## config.mk

```make
export PLATFORM = sky130hd
export DESIGN_NAME = dtcm_store_buffer
export DESIGN_NICKNAME = d
export VERILOG_FILES = /design/src/rtl/dtcm_store_buffer_pkg.sv /design/src/rtl/dtcm_sb_fifo.sv /design/src/rtl/dtcm_store_buffer.sv
export SDC_FILE = /design/constraint.sdc
export NUM_CORES = 1
export LEC_CHECK = 0
export CORE_MARGIN = 2
export CORE_UTILIZATION = 39
export CTS_BUF_LIST = sky130_fd_sc_hd__clkbuf_8
export DETAILED_ROUTE_END_ITERATION = 12
export GPL_ROUTABILITY_DRIVEN = 1
export HOLD_SLACK_MARGIN = 0.15
export PLACE_DENSITY_LB_ADDON = 0.1
export RECOVER_POWER = 50
export SYNTH_ARGS = -nofsm -noshare
export SYNTH_HDL_FRONTEND = slang
export SYNTH_SLANG_ARGS = --single-unit
```

## constraint.sdc

```tcl
create_clock -name clk -period 12.62 [get_ports clk]
set_input_delay 2.524 -clock clk [delete_from_list [all_inputs] [get_ports clk]]
set_output_delay 2.524 -clock clk [all_outputs]
set_load 0.01 [all_outputs]
```

## src/rtl/dtcm_store_buffer_pkg.sv

```systemverilog
`default_nettype none
// ============================================================================
// Module   : dtcm_store_buffer_pkg
// Brief    : Shared constants, drain-FSM state type and strobe helper for the
//            DTCM store buffer.
// Revision : 1.0 - initial release
// ============================================================================
package dtcm_store_buffer_pkg;

    localparam int c_DATA_SIZE = 32;
    localparam int c_SB_DEPTH  = 4;

    typedef enum logic [0:0] {
        S_IDLE = 1'b0,
        S_REQ  = 1'b1
    } drain_state_t;

    function automatic logic [3:0] byte_strobe(input logic [1:0] lane);
        byte_strobe = 4'b0001 << lane;
    endfunction

endpackage
`default_nettype wire

```

## src/rtl/dtcm_sb_fifo.sv

```systemverilog
`default_nettype none
// ============================================================================
// Module   : dtcm_sb_fifo
// Brief    : In-order store-entry FIFO; exposes every slot so the parent can
//            run the load-forwarding compare against pending stores.
// Revision : 1.0 - initial release
// ============================================================================
module dtcm_sb_fifo
    import dtcm_store_buffer_pkg::*;
#(
    parameter int SB_DEPTH = c_SB_DEPTH,
    parameter int AW       = c_DATA_SIZE
) (
    input  logic                        clk,
    input  logic                        rst_,
    input  logic                        i_push,
    input  logic [AW-1:0]               i_push_addr,
    input  logic [7:0]                  i_push_data,
    input  logic                        i_pop,
    output logic                        o_full,
    output logic                        o_empty,
    output logic [$clog2(SB_DEPTH):0]   o_count,
    output logic [$clog2(SB_DEPTH)-1:0] o_rd_ptr,
    output logic [SB_DEPTH-1:0]         o_valid,
    output logic [SB_DEPTH-1:0][AW-1:0] o_addr,
    output logic [SB_DEPTH-1:0][7:0]    o_data
);

    localparam int c_PW = $clog2(SB_DEPTH);
    localparam int c_CW = c_PW + 1;

    logic [SB_DEPTH-1:0][AW-1:0] r_addr;
    logic [SB_DEPTH-1:0][7:0]    r_data;
    logic [SB_DEPTH-1:0]         r_valid;
    logic [c_PW-1:0]             r_wr_ptr;
    logic [c_PW-1:0]             r_rd_ptr;
    logic [c_CW-1:0]             r_count;
    logic                        w_push;
    logic                        w_pop;

    assign o_full   = (r_count == c_CW'(SB_DEPTH));
    assign o_empty  = (r_count == '0);
    assign o_count  = r_count;
    assign o_rd_ptr = r_rd_ptr;
    assign o_valid  = r_valid;
    assign o_addr   = r_addr;
    assign o_data   = r_data;

    assign w_push = i_push && !o_full;
    assign w_pop  = i_pop && !o_empty;

    always_ff @(posedge clk or posedge rst_) begin
        if (rst_) begin
            r_addr   <= '0;
            r_data   <= '0;
            r_valid  <= '0;
            r_wr_ptr <= '0;
            r_rd_ptr <= '0;
            r_count  <= '0;
        end else begin
            // Push and pop never hit the same slot: that would need full and empty at once.
            if (w_push) begin
                r_addr[r_wr_ptr]  <= i_push_addr;
                r_data[r_wr_ptr]  <= i_push_data;
                r_valid[r_wr_ptr] <= 1'b1;
                r_wr_ptr          <= r_wr_ptr + c_PW'(1);
            end
            if (w_pop) begin
                r_valid[r_rd_ptr] <= 1'b0;
                r_rd_ptr          <= r_rd_ptr + c_PW'(1);
            end
            case ({w_push, w_pop})
                2'b10:   r_count <= r_count + c_CW'(1);
                2'b01:   r_count <= r_count - c_CW'(1);
                default: r_count <= r_count;
            endcase
        end
    end

endmodule
`default_nettype wire

```

## src/rtl/dtcm_store_buffer.sv

```systemverilog
`default_nettype none
// ============================================================================
// Module   : dtcm_store_buffer
// Brief    : Writeback byte-store buffer draining to the DTCM SRAM port, with
//            youngest-match forwarding to exe-stage load probes.
// Revision : 1.0 - initial release
// ============================================================================
module dtcm_store_buffer
    import dtcm_store_buffer_pkg::*;
#(
    parameter int SB_DEPTH = c_SB_DEPTH,
    parameter int AW       = c_DATA_SIZE
) (
    input  logic          clk,
    input  logic          rst_,
    input  logic          sb_en,
    input  logic [AW-1:0] dtcm_addr,
    input  logic [7:0]    sb_data,
    output logic          sb_full,
    output logic          sb_empty,
    output logic          ovf_err,
    output logic          mem_req,
    output logic [AW-1:0] mem_addr,
    output logic [31:0]   mem_wdata,
    output logic [3:0]    mem_wstrb,
    input  logic          mem_ready,
    input  logic          ld_req,
    input  logic [AW-1:0] ld_addr,
    output logic          ld_valid,
    output logic          ld_hit,
    output logic [7:0]    ld_byte
);

    localparam int c_PW = $clog2(SB_DEPTH);
    localparam int c_CW = c_PW + 1;

    drain_state_t                r_state;
    logic                        w_push;
    logic                        w_pop;
    logic                        w_full;
    logic                        w_empty;
    logic [c_CW-1:0]             w_count;
    logic [c_PW-1:0]             w_rd_ptr;
    logic [c_PW-1:0]             w_nxt_ptr;
    logic [c_PW-1:0]             w_idx;
    logic [SB_DEPTH-1:0]         w_valid;
    logic [SB_DEPTH-1:0][AW-1:0] w_addr;
    logic [SB_DEPTH-1:0][7:0]    w_data;
    logic                        w_load;
    logic [AW-1:0]               w_load_addr;
    logic [7:0]                  w_load_data;
    logic                        w_fwd_hit;
    logic [7:0]                  w_fwd_byte;

    assign w_push    = sb_en && !w_full;
    assign w_pop     = (r_state == S_REQ) && mem_ready;
    assign w_nxt_ptr = w_rd_ptr + c_PW'(1);
    assign sb_full   = w_full;
    assign sb_empty  = w_empty;

    dtcm_sb_fifo #(
        .SB_DEPTH (SB_DEPTH),
        .AW       (AW)
    ) u_fifo (
        .clk         (clk),
        .rst_        (rst_),
        .i_push      (w_push),
        .i_push_addr (dtcm_addr),
        .i_push_data (sb_data),
        .i_pop       (w_pop),
        .o_full      (w_full),
        .o_empty     (w_empty),
        .o_count     (w_count),
        .o_rd_ptr    (w_rd_ptr),
        .o_valid     (w_valid),
        .o_addr      (w_addr),
        .o_data      (w_data)
    );

    // Next offer source: head when idle, head+1 after a pop, or the incoming
    // store when it is the only entry left after the pop.
    always_comb begin
        w_load      = 1'b0;
        w_load_addr = w_addr[w_rd_ptr];
        w_load_data = w_data[w_rd_ptr];
        case (r_state)
            S_IDLE: w_load = !w_empty;
            S_REQ: begin
                if (mem_ready) begin
                    if (w_count > c_CW'(1)) begin
                        w_load      = 1'b1;
                        w_load_addr = w_addr[w_nxt_ptr];
                        w_load_data = w_data[w_nxt_ptr];
                    end else if (w_push) begin
                        w_load      = 1'b1;
                        w_load_addr = dtcm_addr;
                        w_load_data = sb_data;
                    end
                end
            end
            default: w_load = 1'b0;
        endcase
    end

    always_ff @(posedge clk or posedge rst_) begin
        if (rst_) begin
            r_state   <= S_IDLE;
            mem_req   <= 1'b0;
            mem_addr  <= '0;
            mem_wdata <= '0;
            mem_wstrb <= '0;
        end else if (w_load) begin
            r_state   <= S_REQ;
            mem_req   <= 1'b1;
            mem_addr  <= {w_load_addr[AW-1:2], 2'b00};
            mem_wdata <= {4{w_load_data}};
            mem_wstrb <= byte_strobe(w_load_addr[1:0]);
        end else if (w_pop) begin
            r_state   <= S_IDLE;
            mem_req   <= 1'b0;
        end
    end

    // Walk from oldest to youngest so the last match seen is the youngest.
    always_comb begin
        w_fwd_hit  = 1'b0;
        w_fwd_byte = 8'h00;
        w_idx      = '0;
        for (int i = 0; i < SB_DEPTH; i++) begin
            w_idx = w_rd_ptr + i[c_PW-1:0];
            if (w_valid[w_idx] && (w_addr[w_idx] == ld_addr)) begin
                w_fwd_hit  = 1'b1;
                w_fwd_byte = w_data[w_idx];
            end
        end
    end

    always_ff @(posedge clk or posedge rst_) begin
        if (rst_) begin
            ovf_err  <= 1'b0;
            ld_valid <= 1'b0;
            ld_hit   <= 1'b0;
            ld_byte  <= 8'h00;
        end else begin
            if (sb_en && w_full) begin
                ovf_err <= 1'b1;
            end
            ld_valid <= ld_req;
            ld_hit   <= ld_req && w_fwd_hit;
            ld_byte  <= ld_req ? w_fwd_byte : 8'h00;
        end
    end

endmodule
`default_nettype wire

```

==> results of run 1 <==
==> worst min-delay path by stage <==
stage,start,end,cells past startpoint
4_1_cts,ovf_err,ovf_err,1
3_3_place_gp,ovf_err,ovf_err,1
6_report,ovf_err,ovf_err,1
5_1_grt,ovf_err,ovf_err,1
3_5_place_dp,ovf_err,ovf_err,1
2_1_floorplan,u_fifo.o_count[1],u_fifo.o_count[1],2
==> stage by stage <==
| stage | std cells | power, uW |
|---|---|---|
| after global placement | 1765 | 5228 |
| after detailed placement | 1765 | 5258 |
| after CTS | 1842 | 6027 |
| final | 1842 | 5959 |
| after global routing | 1842 | 6339 |
| after floorplan | 1211 | 4174 |
==> cells in the final DEF (no fill, tap or decap), types with 41 or more instances in the layout <==
cell type,netlist,final
nand2_1,63,62
nor2_1,44,43
clkbuf_8,0,57
mux2_2,162,162
a21oi_1,51,51
mux4_2,160,160
dfrtp_1,225,223
dlygate4sd3_1,0,77
clkdlybuf4s50_1,0,78
o22ai_1,41,41
xnor2_1,118,118
==> critical path, delay by kind of cell <==
kind	cells	cell delay, ns
simple gates	2	1.97
buf+inv	3	2.86
mux	1	0.86
==> sequential cells by signal, summed over array words and instances (netlist names) <==
register         flops
ld_byte              8
ld_hit               1
ld_valid             1
mem_addr            30
mem_wdata            8
mem_wstrb            4
ovf_err              1
r_state              1
u_fifo.o_addr      128
u_fifo.o_count       3
u_fifo.o_data       32
u_fifo.o_rd_ptr      2
u_fifo.o_valid       4
u_fifo.r_wr_ptr      2
==> per-layer routing <==
| metal | GRT usage, % | share of wire, % |
|---|---|---|
| met4 | 10.45 | 3.8 |
| met3 | 5.037 | 7.1 |
| met2 | 37.03 | 47 |
| met1 | 31.91 | 42 |
| met5 | 0 | 0.021 |
==> area by class of cell <==
class                           count  share of cell area [%]
Multi-Input combinational cell    832                   49.86
Sequential cell                   225                   31.74
Timing Repair Buffer              173                   9.440
Clock buffer                       57                   4.417
Tap cell                          518                   3.649
Clock inverter                     20                  0.5284
Inverter                           17                  0.3663
==> cells by family after synthesis <==
logic type | Yosys count
flip-flops | 225
AND/OR/NAND/NOR | 178
adder cells (fa/ha/maj) | 13
other | 1
AO/OA/AOI/OAI | 173
buffers and inverters | 154
multiplexers | 333
XOR/XNOR | 133
==> synthesized netlist by cell type (3+ instances only) <==
cell / count / area, sq um
mux4_2: 160 / 3603
nor3b_1: 3 / 22.52
buf_4: 32 / 240.2
mux2i_1: 11 / 110.1
o21ai_0: 24 / 120.1
a21o_1: 3 / 22.52
nand2b_1: 9 / 56.30
inv_1: 17 / 63.81
nand4_1: 26 / 162.7
dfrtp_1: 225 / 5630
nor2_1: 44 / 165.2
nand3_1: 11 / 55.05
a31oi_1: 6 / 37.54
o221ai_1: 39 / 341.6
a21oi_1: 51 / 255.2
xnor2_1: 118 / 1033
nor3_1: 5 / 25.02
mux2_2: 162 / 1824
o22ai_1: 41 / 256.5
nor4_1: 6 / 37.54
buf_1: 31 / 116.4
ha_1: 13 / 162.7
clkbuf_1: 49 / 183.9
xor2_1: 15 / 131.4
buf_2: 23 / 115.1
nand2_1: 63 / 236.5
==> report_power, final <==
part	switching [uW]	leakage (uW)	internal, uW	total (uW)
Sequential	443	0.00266	1090	1530
Combinational	1760	0.00345	1920	3690
Clock	336	0.000494	404	740
==> results.json, run 1 <==
{
  "grtUsageTotal_pct": 23.69,
  "synthXorXnorAreaFrac_pct": 7.666,
  "drc": 0,
  "start_util_pct": 39.41,
  "detail_route.first_pass.iterations": 5,
  "worst_pin_slew_ns": 4.793,
  "antenna_found_initial": 1,
  "max_slew_margin_pct": -221.3,
  "cp_cell_sequence": "buf_2 > clkbuf_1 > nor2b_1 > clkbuf_1 > nand2_1 > mux2_2",
  "numCtsBuffers": 42,
  "port_buffers": 156,
  "clock-skew-final_ns": 0.01737,
  "slew_violations": 268,
  "regToRegStartpoint": "u_fifo.o_rd_ptr[0]",
  "rrSetupSlack_ns": 6.88,
  "ir_drop_mv": 0.1848,
  "cp_common_cell": "clkbuf_1",
  "final_area_sq_um": 17760,
  "endpoint": "u_fifo.o_addr[46]",
  "die_height_um": 201.4,
  "path_class": "in2reg",
  "ys_types": 42,
  "synth_ff_type": "dfrtp_1",
  "final_util_pct": 46.06,
  "die_w_um": 201.4,
  "row_count": 72,
  "power.leakage_uw": 0.006606,
  "dp_hpwl_um": 31280,
  "cts.sinks": 225,
  "core_area_sq_um": 38560,
  "synth_edf_count": 0,
  "endpoint_kind": "flop",
  "yosys.area_share.simple_pct": 5.492,
  "dieArea_sq_um": 40560,
  "avgSynthCellArea_sq_um": 12.56,
  "timing.hold.ws_ns": 0.4558,
  "status": "complete, but fails checks",
  "min_path_type": "reg2reg",
  "drt.antenna.violating_nets": 0,
  "vias": 11100,
  "wl_per_cell_um": 25.87,
  "crit_fanout": 46,
  "viasPerCell": 6.027,
  "rsz0062_at_grt": "false",
  "clk_pin_slew_ns": 0.06,
  "clockBufferDepth": 3,
  "antenna_cells": 0,
  "drive_gt1_share_pct": 31.65,
  "root_buffer": "clkbuf_8",
  "cts_tree": "yes",
  "r2r_cells": 11,
  "synth_top_family_by_area": "multiplexers",
  "area.sequential_sq_um": 5638,
  "synthMuxAreaShare_pct": 36.45,
  "ys_ff_latch": 225,
  "synth_compound_area_share_pct": 7.362,
  "gr-total-overflow": 0,
  "hold_buffers": 0,
  "violations": "capacitance limit, slew limit",
  "fillers": 3541,
  "ys_seq_area_share_pct": 37.06,
  "place_ws_ns": 6.750,
  "grt_pass1_wl_um": 72390,
  "wl_um": 47660,
  "worstPathArrival_ns": 8.25,
  "multi_input_area_sq_um": 8855,
  "p_per_area_nw_per_um2": 335.5,
  "drtIter0Drc": 785,
  "grt_pass1_vias": 11230,
  "fmax_mhz": 128.4,
  "htree_levels": 2,
  "yosys_warnings": 0,
  "io-pin-count": 159,
  "period_share_pct": 61.73,
  "synth_cells": 1210,
  "cts.repair.resized": 0,
  "required_ns": 13.08,
  "grt_max_degree": 102,
  "synth_fa_ha_area_share_pct": 1.070,
  "post-cts-setup-buffers": 0,
  "gp_congestion": 0.8794,
  "post-route-min-period_ns": 7.790,
  "maxCapViolCount": 5,
  "r2r-end": "ld_byte[0]",
  "synthArstFlopShare_pct": 100.0,
  "area_delta_synth_final_pct": 16.89,
  "fin_ws_ns": 4.830,
  "tns_ns": 0,
  "worstSetupStartpoint": "sb_en",
  "critical_path.slowest_cell": "clkbuf_1",
  "cpPeakStageDelay_ns": 2.28,
  "clock_latency_ns": 0.60,
  "timing_hold_violations_final": 0,
  "place_area_sq_um": 16930,
  "fin_nets": 1381,
  "start_kind": "input port",
  "finalSetupViolations": 0,
  "netlist_area_sq_um": 15190
}
Note: power is estimated with default switching activity, not from simulation.
==> run 2: changes to the inputs <==
- clock period: 12.62 -> 7.05 ns (I/O delays scaled with it)
==> run 2 against run 1 <==
Against the previous run: the flow still finishes with violations (capacitance limit, slew limit); clock skew grew 0.014 ns; combinational power grew 82%; sequential cell count is the same; register-to-register slack lost 5.2 ns; sequential power grew 82%; critical endpoint is now mem_addr[13]; largest power group unchanged.
==> results.json, run 2 (synthesis results as in run 1) <==
{
  "status": "complete, but fails checks",
  "violations": "capacitance limit, slew limit",
  "timing.hold.ws_ns": 0.4627,
  "io-pin-count": 159,
  "max_slew_margin_pct": -200.0,
  "multi_input_area_sq_um": 8847,
  "finalSetupViolations": 0,
  "numCtsBuffers": 44,
  "p_per_area_nw_per_um2": 609.0,
  "period_share_pct": 75.74,
  "p_int_uw": 6251,
  "drt.antenna.violating_nets": 0,
  "clock-skew-final_ns": 0.03139,
  "wl_um": 48120,
  "port_buffers": 156,
  "drive_gt1_share_pct": 30.76,
  "hold_buffers": 0,
  "clk_pin_slew_ns": 0.06,
  "die_w_um": 201.4,
  "antenna_cells": 0,
  "tns_ns": 0,
  "vias": 11130,
  "clock_latency_ns": 0.61,
  "post-route-min-period_ns": 5.340,
  "antenna_found_initial": 0,
  "detail_route.first_pass.iterations": 5,
  "power.share.combinational_pct": 61.9,
  "cts.repair.resized": 0,
  "clockBufferDepth": 3,
  "required_ns": 7.56,
  "wl_per_cell_um": 26.14,
  "power.leakage_uw": 0.006598,
  "area_delta_synth_final_pct": 16.91,
  "final_cell_mix": "dfrtp_1 (223), mux2_2 (162), mux4_2 (160)",
  "viasPerCell": 6.045,
  "post-cts-setup-buffers": 0,
  "gp_congestion": 0.8457,
  "final_common_cell": "dfrtp_1",
  "area.sequential_sq_um": 5638,
  "drtIter0Drc": 663,
  "root_buffer": "clkbuf_8",
  "largest_reg_flops": 128,
  "min_path_type": "reg2reg",
  "htree_levels": 2,
  "clkPwrFrac_pct": 12.3,
  "rsz0062_at_grt": "false",
  "seq_power_share_pct": 25.7,
  "swShare_pct": 42.22,
  "final_util_pct": 46.07,
  "timing_hold_violations_final": 0,
  "maxCapViolCount": 7,
  "worst_pin_slew_ns": 4.453,
  "fin_ws_ns": 1.710,
  "grt_pass1_vias": 11220,
  "fmax_mhz": 187.3,
  "fin_nets": 1384,
  "place_ws_ns": 1.799,
  "grt_pass1_wl_um": 72910,
  "path_class": "reg2reg",
  "dieArea_sq_um": 40560,
  "cts_tree": "yes",
  "grtUsageTotal_pct": 23.88,
  "drc": 0,
  "start_util_pct": 39.41,
  "core_area_sq_um": 38560,
  "finalPower_uw": 10820,
  "endpoint_kind": "flop",
  "fillers": 3640,
  "cts.sinks": 225,
  "gr-total-overflow": 0,
  "die_height_um": 201.4,
  "worstPathArrival_ns": 5.85,
  "min_path_cells": 1,
  "power.switching_uw": 4567,
  "crit_fanout": 44,
  "ir_drop_mv": 0.2515,
  "grt_max_degree": 128,
  "row_count": 72,
  "r2r_cells": 7,
  "slew_violations": 407,
  "start_kind": "flop",
  "dp_hpwl_um": 32150
}
[run 2: cell count changes in the layout (fill, tap and decap cells not counted), sizes merged]
cell,before,now
dlygate4sd3,77,3
clkinv,12,2
clkbuf,59,60
clkinvlp,2,1
buf,16,15
bufinv,0,1
clkdlybuf4s50,78,152
inv,23,32
[run 2: path summary, 6_finish.rpt]
check / startpoint / end / slack [ns]
max: u_fifo.o_count[0] / mem_addr[13] / 1.71
min: ovf_err / ovf_err / 0.46
max reg2reg: u_fifo.o_count[0] / mem_addr[13] / 1.71
min reg2reg: ovf_err / ovf_err / 0.46
max in group asynchronous: rst_ / u_fifo.o_addr[75] / 2.08
min in group asynchronous: rst_ / u_fifo.o_data[24] / 2.52
[run 2: power groups by stage]
stage	clock network, uW	logic, uW	registers, uW
after detailed placement	0	6710	2780
final	1340	6700	2780
after global routing	1430	7140	2890
after global placement	0	6690	2760
after CTS	1380	6740	2760
after floorplan	0	5000	2470
[run 2: worst max-delay path: stages, from the launching register on]
cell and delay, ns:
dfrtp_1 0.41, inv_1 0.10, ha_1 0.21, nor2b_1 0.17
o21ai_0 3.28, buf_4 0.79, nor2_1 0.09, a21oi_1 0.12
[run 2: stage by stage]
stage	cells	instance area, sq um
floorplan	1211	15200
global placement	1766	16960
detailed placement	1766	16960
CTS	1841	17830
global route	1841	17760
finish	1841	17760
[run 2: final cells by class]
class                      instances  area share, %
multi-input combinational        832          49.80
sequential                       225          31.74
timing repair buffer             174          9.530
clock buffer                      56          4.339
tap                              518          3.648
clock inverter                    19         0.5635
inverter                          17         0.3803
[run 2: routing by layer]
metal	up-vias	global-route usage, %	part of all wire (%)
li1	4770	-	-
met4	0	8.902	3.2
met3	88	3.450	5.9
met1	5837	32.41	42
met5	-	0	0
met2	433	39.01	49
